<file path="src/rtl/mem_access_unit_pkg.sv">
// Shared types and constants for the MEM-stage data-memory access path.
package mem_stage_pkg;

   typedef enum logic [0:0] {
      ST_IDLE = 1'b0,
      ST_WAIT = 1'b1
   } mau_state_e;

   localparam logic       MEM_SIZE_WORD = 1'b0;
   localparam logic       MEM_SIZE_BYTE = 1'b1;
   localparam logic [3:0] BE_WORD       = 4'hF;

   // A word access must sit on a 4-byte boundary; byte accesses never fault.
   function automatic logic word_misaligned(input logic size, input logic [1:0] lane);
      return (size == MEM_SIZE_WORD) && (lane != 2'b00);
   endfunction

endpackage

</file>
<file path="src/rtl/mem_access_unit_if.sv">
// Request/ready handshake between the MEM-stage access unit and data memory.
interface mem_access_unit_if;
   logic        mem_req;
   logic        mem_we;
   logic [31:0] mem_addr;
   logic [31:0] mem_wdata;
   logic [3:0]  mem_be;
   logic [31:0] mem_rdata;
   logic        mem_ready;

   modport master (
      output mem_req, mem_we, mem_addr, mem_wdata, mem_be,
      input  mem_rdata, mem_ready
   );

   modport slave (
      input  mem_req, mem_we, mem_addr, mem_wdata, mem_be,
      output mem_rdata, mem_ready
   );
endinterface

</file>
<file path="src/rtl/mem_access_unit_align.sv">
// Little-endian lane steering: store replication / byte enables and load byte extraction.
module byte_lane_align
   import mem_stage_pkg::*;
(
   input  logic        st_size_i,
   input  logic [1:0]  st_lane_i,
   input  logic [31:0] st_data_i,
   output logic [31:0] st_wdata_o,
   output logic [3:0]  st_be_o,
   input  logic        ld_size_i,
   input  logic [1:0]  ld_lane_i,
   input  logic [31:0] ld_rdata_i,
   output logic [31:0] ld_data_o
);

   // Byte stores drive the byte on every lane and let the enables pick the target.
   always_comb begin
      st_wdata_o = st_data_i;
      st_be_o    = BE_WORD;
      if (st_size_i == MEM_SIZE_BYTE) begin
         st_wdata_o = {4{st_data_i[7:0]}};
         st_be_o    = 4'b0001 << st_lane_i;
      end else begin
         st_wdata_o = st_data_i;
         st_be_o    = BE_WORD;
      end
   end

   always_comb begin
      ld_data_o = ld_rdata_i;
      if (ld_size_i == MEM_SIZE_BYTE) begin
         case (ld_lane_i)
            2'd0:    ld_data_o = {24'd0, ld_rdata_i[7:0]};
            2'd1:    ld_data_o = {24'd0, ld_rdata_i[15:8]};
            2'd2:    ld_data_o = {24'd0, ld_rdata_i[23:16]};
            2'd3:    ld_data_o = {24'd0, ld_rdata_i[31:24]};
            default: ld_data_o = 32'd0;
         endcase
      end else begin
         ld_data_o = ld_rdata_i;
      end
   end

endmodule

</file>
<file path="src/rtl/mem_access_unit.sv">
// MEM-stage access controller: issues one data-memory request per EX/MEM access,
// stalls the pipeline until completion, and reports misalignment and timeouts.
module mem_access_unit
   import mem_stage_pkg::*;
#(
   parameter int unsigned TIMEOUT_CYCLES = 16
) (
   input  logic                clk,
   input  logic                reset,
   input  logic                mem_read_enable_in,
   input  logic                mem_write_enable_in,
   input  logic                mem_size_in,
   input  logic [31:0]         addr_in,
   input  logic [31:0]         store_data_in,
   mem_access_unit_if.master   mem,
   output logic [31:0]         load_data_out,
   output logic                load_valid_out,
   output logic                stall_out,
   output logic                align_error_out,
   output logic                timeout_error_out
);

   localparam logic [7:0] CNT_LAST = 8'(TIMEOUT_CYCLES - 32'd1);

   mau_state_e  state_q;
   logic        req_q, we_q, size_q;
   logic [1:0]  lane_q;
   logic [31:0] addr_q, wdata_q, load_data_q;
   logic [3:0]  be_q;
   logic [7:0]  cnt_q;
   logic        load_valid_q, align_err_q, timeout_err_q;

   logic        access_s, misalign_s, timeout_hit_s, stall_s;
   logic [31:0] wdata_s, load_data_s;
   logic [3:0]  be_s;

   byte_lane_align u_align (
      .st_size_i  (mem_size_in),
      .st_lane_i  (addr_in[1:0]),
      .st_data_i  (store_data_in),
      .st_wdata_o (wdata_s),
      .st_be_o    (be_s),
      .ld_size_i  (size_q),
      .ld_lane_i  (lane_q),
      .ld_rdata_i (mem.mem_rdata),
      .ld_data_o  (load_data_s)
   );

   // Stall is combinational so the pipeline releases in the same cycle memory completes.
   always_comb begin
      access_s      = mem_read_enable_in | mem_write_enable_in;
      misalign_s    = word_misaligned(mem_size_in, addr_in[1:0]);
      timeout_hit_s = (cnt_q == CNT_LAST);
      stall_s       = 1'b0;
      case (state_q)
         ST_IDLE: begin
            if (access_s && !misalign_s) stall_s = 1'b1;
            else                         stall_s = 1'b0;
         end
         ST_WAIT: begin
            if (mem.mem_ready || timeout_hit_s) stall_s = 1'b0;
            else                                stall_s = 1'b1;
         end
         default: stall_s = 1'b0;
      endcase
   end

   // Access FSM with registered request fields, result and status pulses.
   always_ff @(posedge clk) begin
      if (reset) begin
         state_q       <= ST_IDLE;
         req_q         <= 1'b0;
         we_q          <= 1'b0;
         size_q        <= 1'b0;
         lane_q        <= 2'd0;
         addr_q        <= 32'd0;
         wdata_q       <= 32'd0;
         be_q          <= 4'd0;
         cnt_q         <= 8'd0;
         load_data_q   <= 32'd0;
         load_valid_q  <= 1'b0;
         align_err_q   <= 1'b0;
         timeout_err_q <= 1'b0;
      end else begin
         load_valid_q  <= 1'b0;
         align_err_q   <= 1'b0;
         timeout_err_q <= 1'b0;
         case (state_q)
            ST_IDLE: begin
               cnt_q <= 8'd0;
               if (access_s && misalign_s) begin
                  align_err_q <= 1'b1;
               end else if (access_s) begin
                  // Write wins when both enables are set.
                  req_q   <= 1'b1;
                  we_q    <= mem_write_enable_in;
                  size_q  <= mem_size_in;
                  lane_q  <= addr_in[1:0];
                  addr_q  <= {addr_in[31:2], 2'b00};
                  wdata_q <= wdata_s;
                  be_q    <= be_s;
                  state_q <= ST_WAIT;
               end else begin
                  req_q <= 1'b0;
               end
            end
            ST_WAIT: begin
               if (mem.mem_ready) begin
                  req_q   <= 1'b0;
                  cnt_q   <= 8'd0;
                  state_q <= ST_IDLE;
                  if (!we_q) begin
                     load_data_q  <= load_data_s;
                     load_valid_q <= 1'b1;
                  end else begin
                     load_valid_q <= 1'b0;
                  end
               end else if (timeout_hit_s) begin
                  req_q         <= 1'b0;
                  cnt_q         <= 8'd0;
                  timeout_err_q <= 1'b1;
                  state_q       <= ST_IDLE;
               end else begin
                  cnt_q <= cnt_q + 8'd1;
               end
            end
            default: begin
               req_q   <= 1'b0;
               cnt_q   <= 8'd0;
               state_q <= ST_IDLE;
            end
         endcase
      end
   end

   assign mem.mem_req        = req_q;
   assign mem.mem_we         = we_q;
   assign mem.mem_addr       = addr_q;
   assign mem.mem_wdata      = wdata_q;
   assign mem.mem_be         = be_q;
   assign load_data_out      = load_data_q;
   assign load_valid_out     = load_valid_q;
   assign stall_out          = stall_s;
   assign align_error_out    = align_err_q;
   assign timeout_error_out  = timeout_err_q;

endmodule

</file>
<file path="src/flat_wrapper.sv">
// flat-port wrapper written by rule: the top's interface ports become plain ports
module mem_access_unit_flat import mem_stage_pkg::*;
#(
   parameter int unsigned TIMEOUT_CYCLES = 16
)
  (clk, reset, mem_read_enable_in, mem_write_enable_in, mem_size_in, addr_in, store_data_in, load_data_out, load_valid_out, stall_out, align_error_out, timeout_error_out, mem_mem_req, mem_mem_we, mem_mem_addr, mem_mem_wdata, mem_mem_be, mem_mem_rdata, mem_mem_ready);
  mem_access_unit_if mem_i ();
  input  logic clk;
  input  logic reset;
  input  logic mem_read_enable_in;
  input  logic mem_write_enable_in;
  input  logic mem_size_in;
  input  logic [31:0] addr_in;
  input  logic [31:0] store_data_in;
  output logic [31:0] load_data_out;
  output logic load_valid_out;
  output logic stall_out;
  output logic align_error_out;
  output logic timeout_error_out;
  output wire logic [$bits(mem_i.mem_req)-1:0] mem_mem_req;
  output wire logic [$bits(mem_i.mem_we)-1:0] mem_mem_we;
  output wire logic [$bits(mem_i.mem_addr)-1:0] mem_mem_addr;
  output wire logic [$bits(mem_i.mem_wdata)-1:0] mem_mem_wdata;
  output wire logic [$bits(mem_i.mem_be)-1:0] mem_mem_be;
  input wire logic [$bits(mem_i.mem_rdata)-1:0] mem_mem_rdata;
  input wire logic [$bits(mem_i.mem_ready)-1:0] mem_mem_ready;
  assign mem_mem_req = mem_i.mem_req;
  assign mem_mem_we = mem_i.mem_we;
  assign mem_mem_addr = mem_i.mem_addr;
  assign mem_mem_wdata = mem_i.mem_wdata;
  assign mem_mem_be = mem_i.mem_be;
  assign mem_i.mem_rdata = mem_mem_rdata;
  assign mem_i.mem_ready = mem_mem_ready;
  mem_access_unit #(.TIMEOUT_CYCLES(TIMEOUT_CYCLES)) u_core (.clk(clk), .reset(reset), .mem_read_enable_in(mem_read_enable_in), .mem_write_enable_in(mem_write_enable_in), .mem_size_in(mem_size_in), .addr_in(addr_in), .store_data_in(store_data_in), .mem(mem_i), .load_data_out(load_data_out), .load_valid_out(load_valid_out), .stall_out(stall_out), .align_error_out(align_error_out), .timeout_error_out(timeout_error_out));
endmodule
</file>
<file path="config.mk">
export PLATFORM = sky130hd
export DESIGN_NAME = mem_access_unit_flat
export DESIGN_NICKNAME = d
export VERILOG_FILES = /design/src/rtl/mem_access_unit_pkg.sv /design/src/rtl/mem_access_unit_if.sv /design/src/rtl/mem_access_unit_align.sv /design/src/rtl/mem_access_unit.sv /design/src/flat_wrapper.sv
export SDC_FILE = /design/constraint.sdc
export NUM_CORES = 1
export LEC_CHECK = 0
export CORE_AREA = 5 5 125 97
export DETAILED_ROUTE_END_ITERATION = 16
export DIE_AREA = 0 0 130 102
export HOLD_SLACK_MARGIN = 0.15
export PLACE_DENSITY_LB_ADDON = 0.3
export SYNTH_ARGS = -nofsm -noshare
export SYNTH_HDL_FRONTEND = slang
export SYNTH_SLANG_ARGS = --single-unit
</file>
<file path="constraint.sdc">
create_clock -name clk -period 2.95 [get_ports clk]
set_clock_uncertainty 0.05 [all_clocks]
set_input_delay 0.59 -clock clk [delete_from_list [all_inputs] [get_ports clk]]
set_output_delay 0.59 -clock clk [all_outputs]
set_load 0.05 [all_outputs]
</file>
# == Yosys cells after proc, flatten, opt, wreduce, memory -nomap -nowiden ==
# Index checks and enable logic that the tools add are counted.
# op_classes
addsub,1
eq_ne,6
shift,1
muxes,22
n_bitwise,6
n_reduce_logical,13
# ops
op,n
32-bit case mux with 4 select lines,1
32-bit two-way mux,2
8-bit two-way mux,2
8-bit case mux with 2 select lines,1
1-bit two-way mux,12
8-bit by 1-bit adder with 8-bit output (second input constant),1
8-bit by 4-bit == test with 1-bit output (second input constant),1
1-bit case mux with 2 select lines,3
3-bit AND reduction,2
3-bit OR reduction,2
1-bit inverter,5
2-bit == test (second input constant),2
4-bit two-way mux,1
1-bit by 2-bit left shift with 4-bit output (first input constant),1
1-bit logical AND,3
3-bit inequality test (second input constant),1
2-bit by 1-bit == test with 1-bit output (second input constant),1
2-bit logical NOT,1
2-bit inequality test (second input constant),1
2-bit AND reduction,1
2-bit nonzero test,1
2-bit OR reduction,1
1-bit logical NOT,1
1-bit logical OR,1
1-bit bitwise OR,1
# word_totals
regBits,115
input_bits,102
output_inout_bits,106

# == Depth between registers and ports, before layout ==
# depth
word_depth,6
mapped_depth,6
mapped_depth_nobuf,4

# == Modules after synthesis ==
# Synthesis repeated with hierarchy kept, for this count alone.
# hier_totals
cells_unflattened,658
hier_area_um2,5117.4
# modules_own_cells
module,instances,cells_each,area_per_inst_um2,seq_area_each_um2
mem_access_unit,1,520,4346.7,2302.2
byte_lane_align,1,138,770.7,0.0

# == Worst setup path after synthesis ==
# Ideal clock, no wire load.
# synth_path
kind,input to output
startpoint,input addr_in[1]
endpoint,output stall_out
arrival_time_ps,1650
t_required_ps,2310
slack_ps,660
stages,6
n_path_buf,3
path_cell_list,buf_2 -> o21bai_2 -> buf_4 -> buf_2 -> nand2_1 -> nand2_1
# synth_via
elab_chain_len,6
# synth_lines
element,line,rtl
"start, declared",flat_wrapper.sv:13,input logic [31:0] addr_in;
2-bit nonzero test,mem_access_unit_pkg.sv:15,return (size == MEM_SIZE_WORD) && (lane != 2'b00);
1-bit logical AND,mem_access_unit_pkg.sv:15,
1-bit logical NOT,mem_access_unit.sv:57,if (access_s && !misalign_s) stall_s = 1'b1;
1-bit logical AND,mem_access_unit.sv:57,
1-bit two-way mux,mem_access_unit.sv:57,
1-bit case mux with 2 select lines,mem_access_unit.sv:55,case (state_q)
"end, declared",flat_wrapper.sv:17,output logic stall_out;
# No other way between the ends.

# == Worst setup path after layout ==
# layout_path
startpoint,register u_core.cnt_q[4]
endpoint,output stall_out
# layout_via
elab_chain_len,4
# layout_lines
element,line,rtl
"start, declared",mem_access_unit.sv:30,logic [7:0] cnt_q;
"start signal, assigned",mem_access_unit.sv:124,cnt_q <= cnt_q + 8'd1;
8-bit by 4-bit == test with 1-bit output,mem_access_unit.sv:53,timeout_hit_s = (cnt_q == CNT_LAST);
1-bit logical OR,mem_access_unit.sv:61,if (mem.mem_ready || timeout_hit_s) stall_s = 1'b0;
1-bit two-way mux,mem_access_unit.sv:61,
1-bit case mux with 2 select lines,mem_access_unit.sv:55,
# No other way between the ends.

==> summary.txt <==
Die
  • Starting density of the core: 45.0%
  • Total die area: 13300 sq um
  • Die height: 102 um
  • Core Area: 10700 sq um
  • Standard-cell rows: 33
  • Die width: 130 um
  • Top Ports: roughly 210

Job
  • Max cap viols: 0

Outcome
  • Status: finished, final reports clean

Placed design
  • RD Place Congestion: 0.802
  • Placed Instances: around 820
  • Post-detail-place hpwl: between 10000 and 15000 um
  • IO buf count: 205
  • Placed Area: 6880 sq um

Synth
  • FF+latch count, synth: 115
  • Library cells used by synthesis: 40
  • Ys Warns: 0
  • Cells after Synth: about 520
  • Post-Syn Area: 4830 sq um
  • Sequential-to-total area share from yosys stat: 47.7%
  • Mean area per synthesized cell: between 9 and 10 sq um

Clocking
  • CTS root buf: clkbuf_16
  • # clock sinks: between 100 and 150
  • Post-CTS setup buffers: 0
  • Clock transition at path regs: ~50 ps
  • Hold buffers post-CTS: 0
  • Clk Latency, worst-skew pair: about 400 ps
  • CTS tree: done
  • H-tree depth: 4
  • CTS resizes: 0
  • Bufs on Longest Clock Path: 2
  • Number of buffers created by CTS: 17

STA
  • Final period util: roughly 90%
  • Count of final setup violators: 0
  • Worst slew margin: 43.5%
  • Setup TNS: 0 ps
  • Fin Hold WS: 411 ps
  • Final Hold Viols: 0
  • Slew Viols, Final: 0
  • RSZ-0062 raised after global routing: false
  • Final Critical Period: about 2700 ps
  • Tightest Pin Transition: 846 ps
  • Fmax: ~0.38 GHz

Worst setup path
  • Worst R2R Start: u_core.lane_q[0]
  • CP top delay family: simple AND/OR/NAND/NOR gates
  • Worst reg2reg setup slack: roughly 1200 ps
  • Critical Path Start: u_core.cnt_q[4]
  • R2R depth: 4
  • Req. time, crit path: 2310 ps
  • CP Class: flop to output port
  • End point of the critical path: stall_out
  • CP endpoint kind: output port
  • Worst path depth: 4
  • Worst R2R End: u_core.load_data_out[3]
  • Crit-path cells: or4_4 -> o21ai_0 -> nand2_1 -> buf_12
  • Worst path max stage delay: 560 ps
  • Crit path DAT: 2020 ps
  • Crit path launch type: flop
  • Crit path buf inv count: 1
  • CP max stage cell: or4_4
  • Largest fanout on the critical path: 4

Routing
  • Drt drc: 0
  • Final ANT Viol Nets: 0
  • Vias/cell: between 5 and 6
  • Drt wl/cell: 18.7 um
  • Starting DRT DRC Count: 405
  • Routed wire length: 15900 um
  • DRT Pass-1 Iters: 4
  • Total number of vias: roughly 4800

Global routing
  • GRT Total Usage: 24.0%
  • Largest net degree at the start of global routing: 72
  • Grt ovf: 0
  • Vias in the first global route: 4834
  • Global-route wire length before repair: 24900 um
  • Initial antenna violation count: 0

Hold path
  • Worst Hold Class: flop to flop

Power
  • Clk pwr share: 43.0%
  • Flop pwr share: a little over a third
  • Power Internal: 3.44 mW
  • Leakage power: 2.79 nW
  • Pwr dens: about 650 nW/um^2
  • Comb pwr share: 21.5%
  • Total power: 4.85 mW
  • Switching pwr: 1.41 mW
  • Sw Share: 29.0%
  • Max VDD drop: 0.000475 V

Layout
  • Synth-to-layout area growth: 55.0%
  • Commonest non-fill, non-tap cell in the layout: clkdlybuf4s50_1
  • FF/Latch Area: 2300 sq um
  • Final instance area: 7490 sq um
  • Final #Nets: 800
  • Ant. Diodes: 0
  • Multi-input logic area: ~2200 sq um
  • Fin cells: 850
  • Share of layout cells above drive strength 1: 8.03%
  • Filler cells: 827
  • Most frequent cells in the layout: clkdlybuf4s50_1, dfxtp_1, a21oi_1
stage by stage:
step	setup WS, ps	util (%)
detailed placement	381	64.1
CTS	248	69.7
floorplan	660	-
global placement	488	64.1
finish	286	69.7
global route	161	69.7
cell type report:
class,count,area share (%)
Tap cell,140,2.34
Timing Repair Buffer,216,28.7
Clock inverter,10,1.74
Inverter,5,0.251
Clock buffer,22,6.33
Multi-Input combinational cell,342,29.9
Sequential cell,115,30.8
worst register-to-register path: stages, from the launching register on:
cell and delay (ps):
dfxtp_1 870, buf_4 290, and3b_1 180, o21bai_1 60, a22o_1 180
synth_stat cells (all sizes together):
cell,n,area share [%]
dfxtp,115,48
a21oi,75,7.8
o21ai,46,4.8
nand3,42,4.4
buf,38,4.6
a211oi,33,5.1
a22o,32,5.8
mux2i,32,6.6
nor2,25,2.0
clkbuf,17,1.3
o21bai,10,1.9
and3b,8,1.5
nand2,8,0.62
inv,5,0.39
or3,5,0.65
a2111oi,2,0.62
a41oi,2,0.67
nand4,2,0.26
nor3b,2,0.31
o21ba,2,0.41
or4,2,0.47
xnor2,2,0.36
xor2,2,0.36
a31oi,1,0.13
and2,1,0.13
conb,1,0.078
ha,1,0.26
nand4b,1,0.18
nand4bb,1,0.23
nor2b,1,0.13
nor3,1,0.10
o31ai,1,0.16
metal layers:
metal / global-route usage [%] / vias up / routed length, um
met5: 0 / - / 0
met4: 9.03 / 0 / 370
met3: 9.35 / 28 / 1530
met2: 38.4 / 206 / 7450
met1: 29.4 / 2295 / 6570
li1: - / 2261 / -
flip-flops by register name (all words and copies together) (netlist names):
| signal | count |
|---|---|
| u_core.align_error_out | 1 |
| u_core.cnt_q | 8 |
| u_core.lane_q | 2 |
| u_core.load_data_out | 32 |
| u_core.load_valid_out | 1 |
| u_core.mem.mem_addr | 30 |
| u_core.mem.mem_be | 4 |
| u_core.mem.mem_req | 1 |
| u_core.mem.mem_wdata | 32 |
| u_core.mem.mem_we | 1 |
| u_core.size_q | 1 |
| u_core.state_q | 1 |
| u_core.timeout_error_out | 1 |
power by group through the flow:
stage,sequential (mW),clock [mW],combinational [mW]
CTS,1.72,2.11,1.04
detailed placement,1.75,0,1.04
global route,1.73,2.20,1.10
finish,1.72,2.09,1.04
floorplan,2.05,0,0.323
global placement,1.75,0,1.02
how the worst min path moves through the flow:
stage / start / depth (start not counted) / endpoint
floorplan: u_core.cnt_q[0] / 1 / u_core.cnt_q[0]
global placement: u_core.cnt_q[0] / 1 / u_core.cnt_q[0]
finish: u_core.cnt_q[0] / 1 / u_core.cnt_q[0]
global route: u_core.cnt_q[0] / 1 / u_core.cnt_q[0]
detailed placement: u_core.cnt_q[0] / 1 / u_core.cnt_q[0]
CTS: u_core.cnt_q[0] / 1 / u_core.cnt_q[0]
cell families (layout without fill, tap and decap cells):
family | after synthesis | in the layout | share of synthesized area, %
mux | 32 | 32 | 6.63
simple gates | 99 | 99 | 10.9
other cells | 1 | 2 | 0.0776
flops | 115 | 115 | 47.7
buf+inv | 60 | 253 | 6.35
compound gates | 204 | 204 | 27.4
fa+ha+maj | 1 | 1 | 0.259
xor+xnor | 4 | 4 | 0.726
Note: power is estimated with default switching activity, not from simulation.
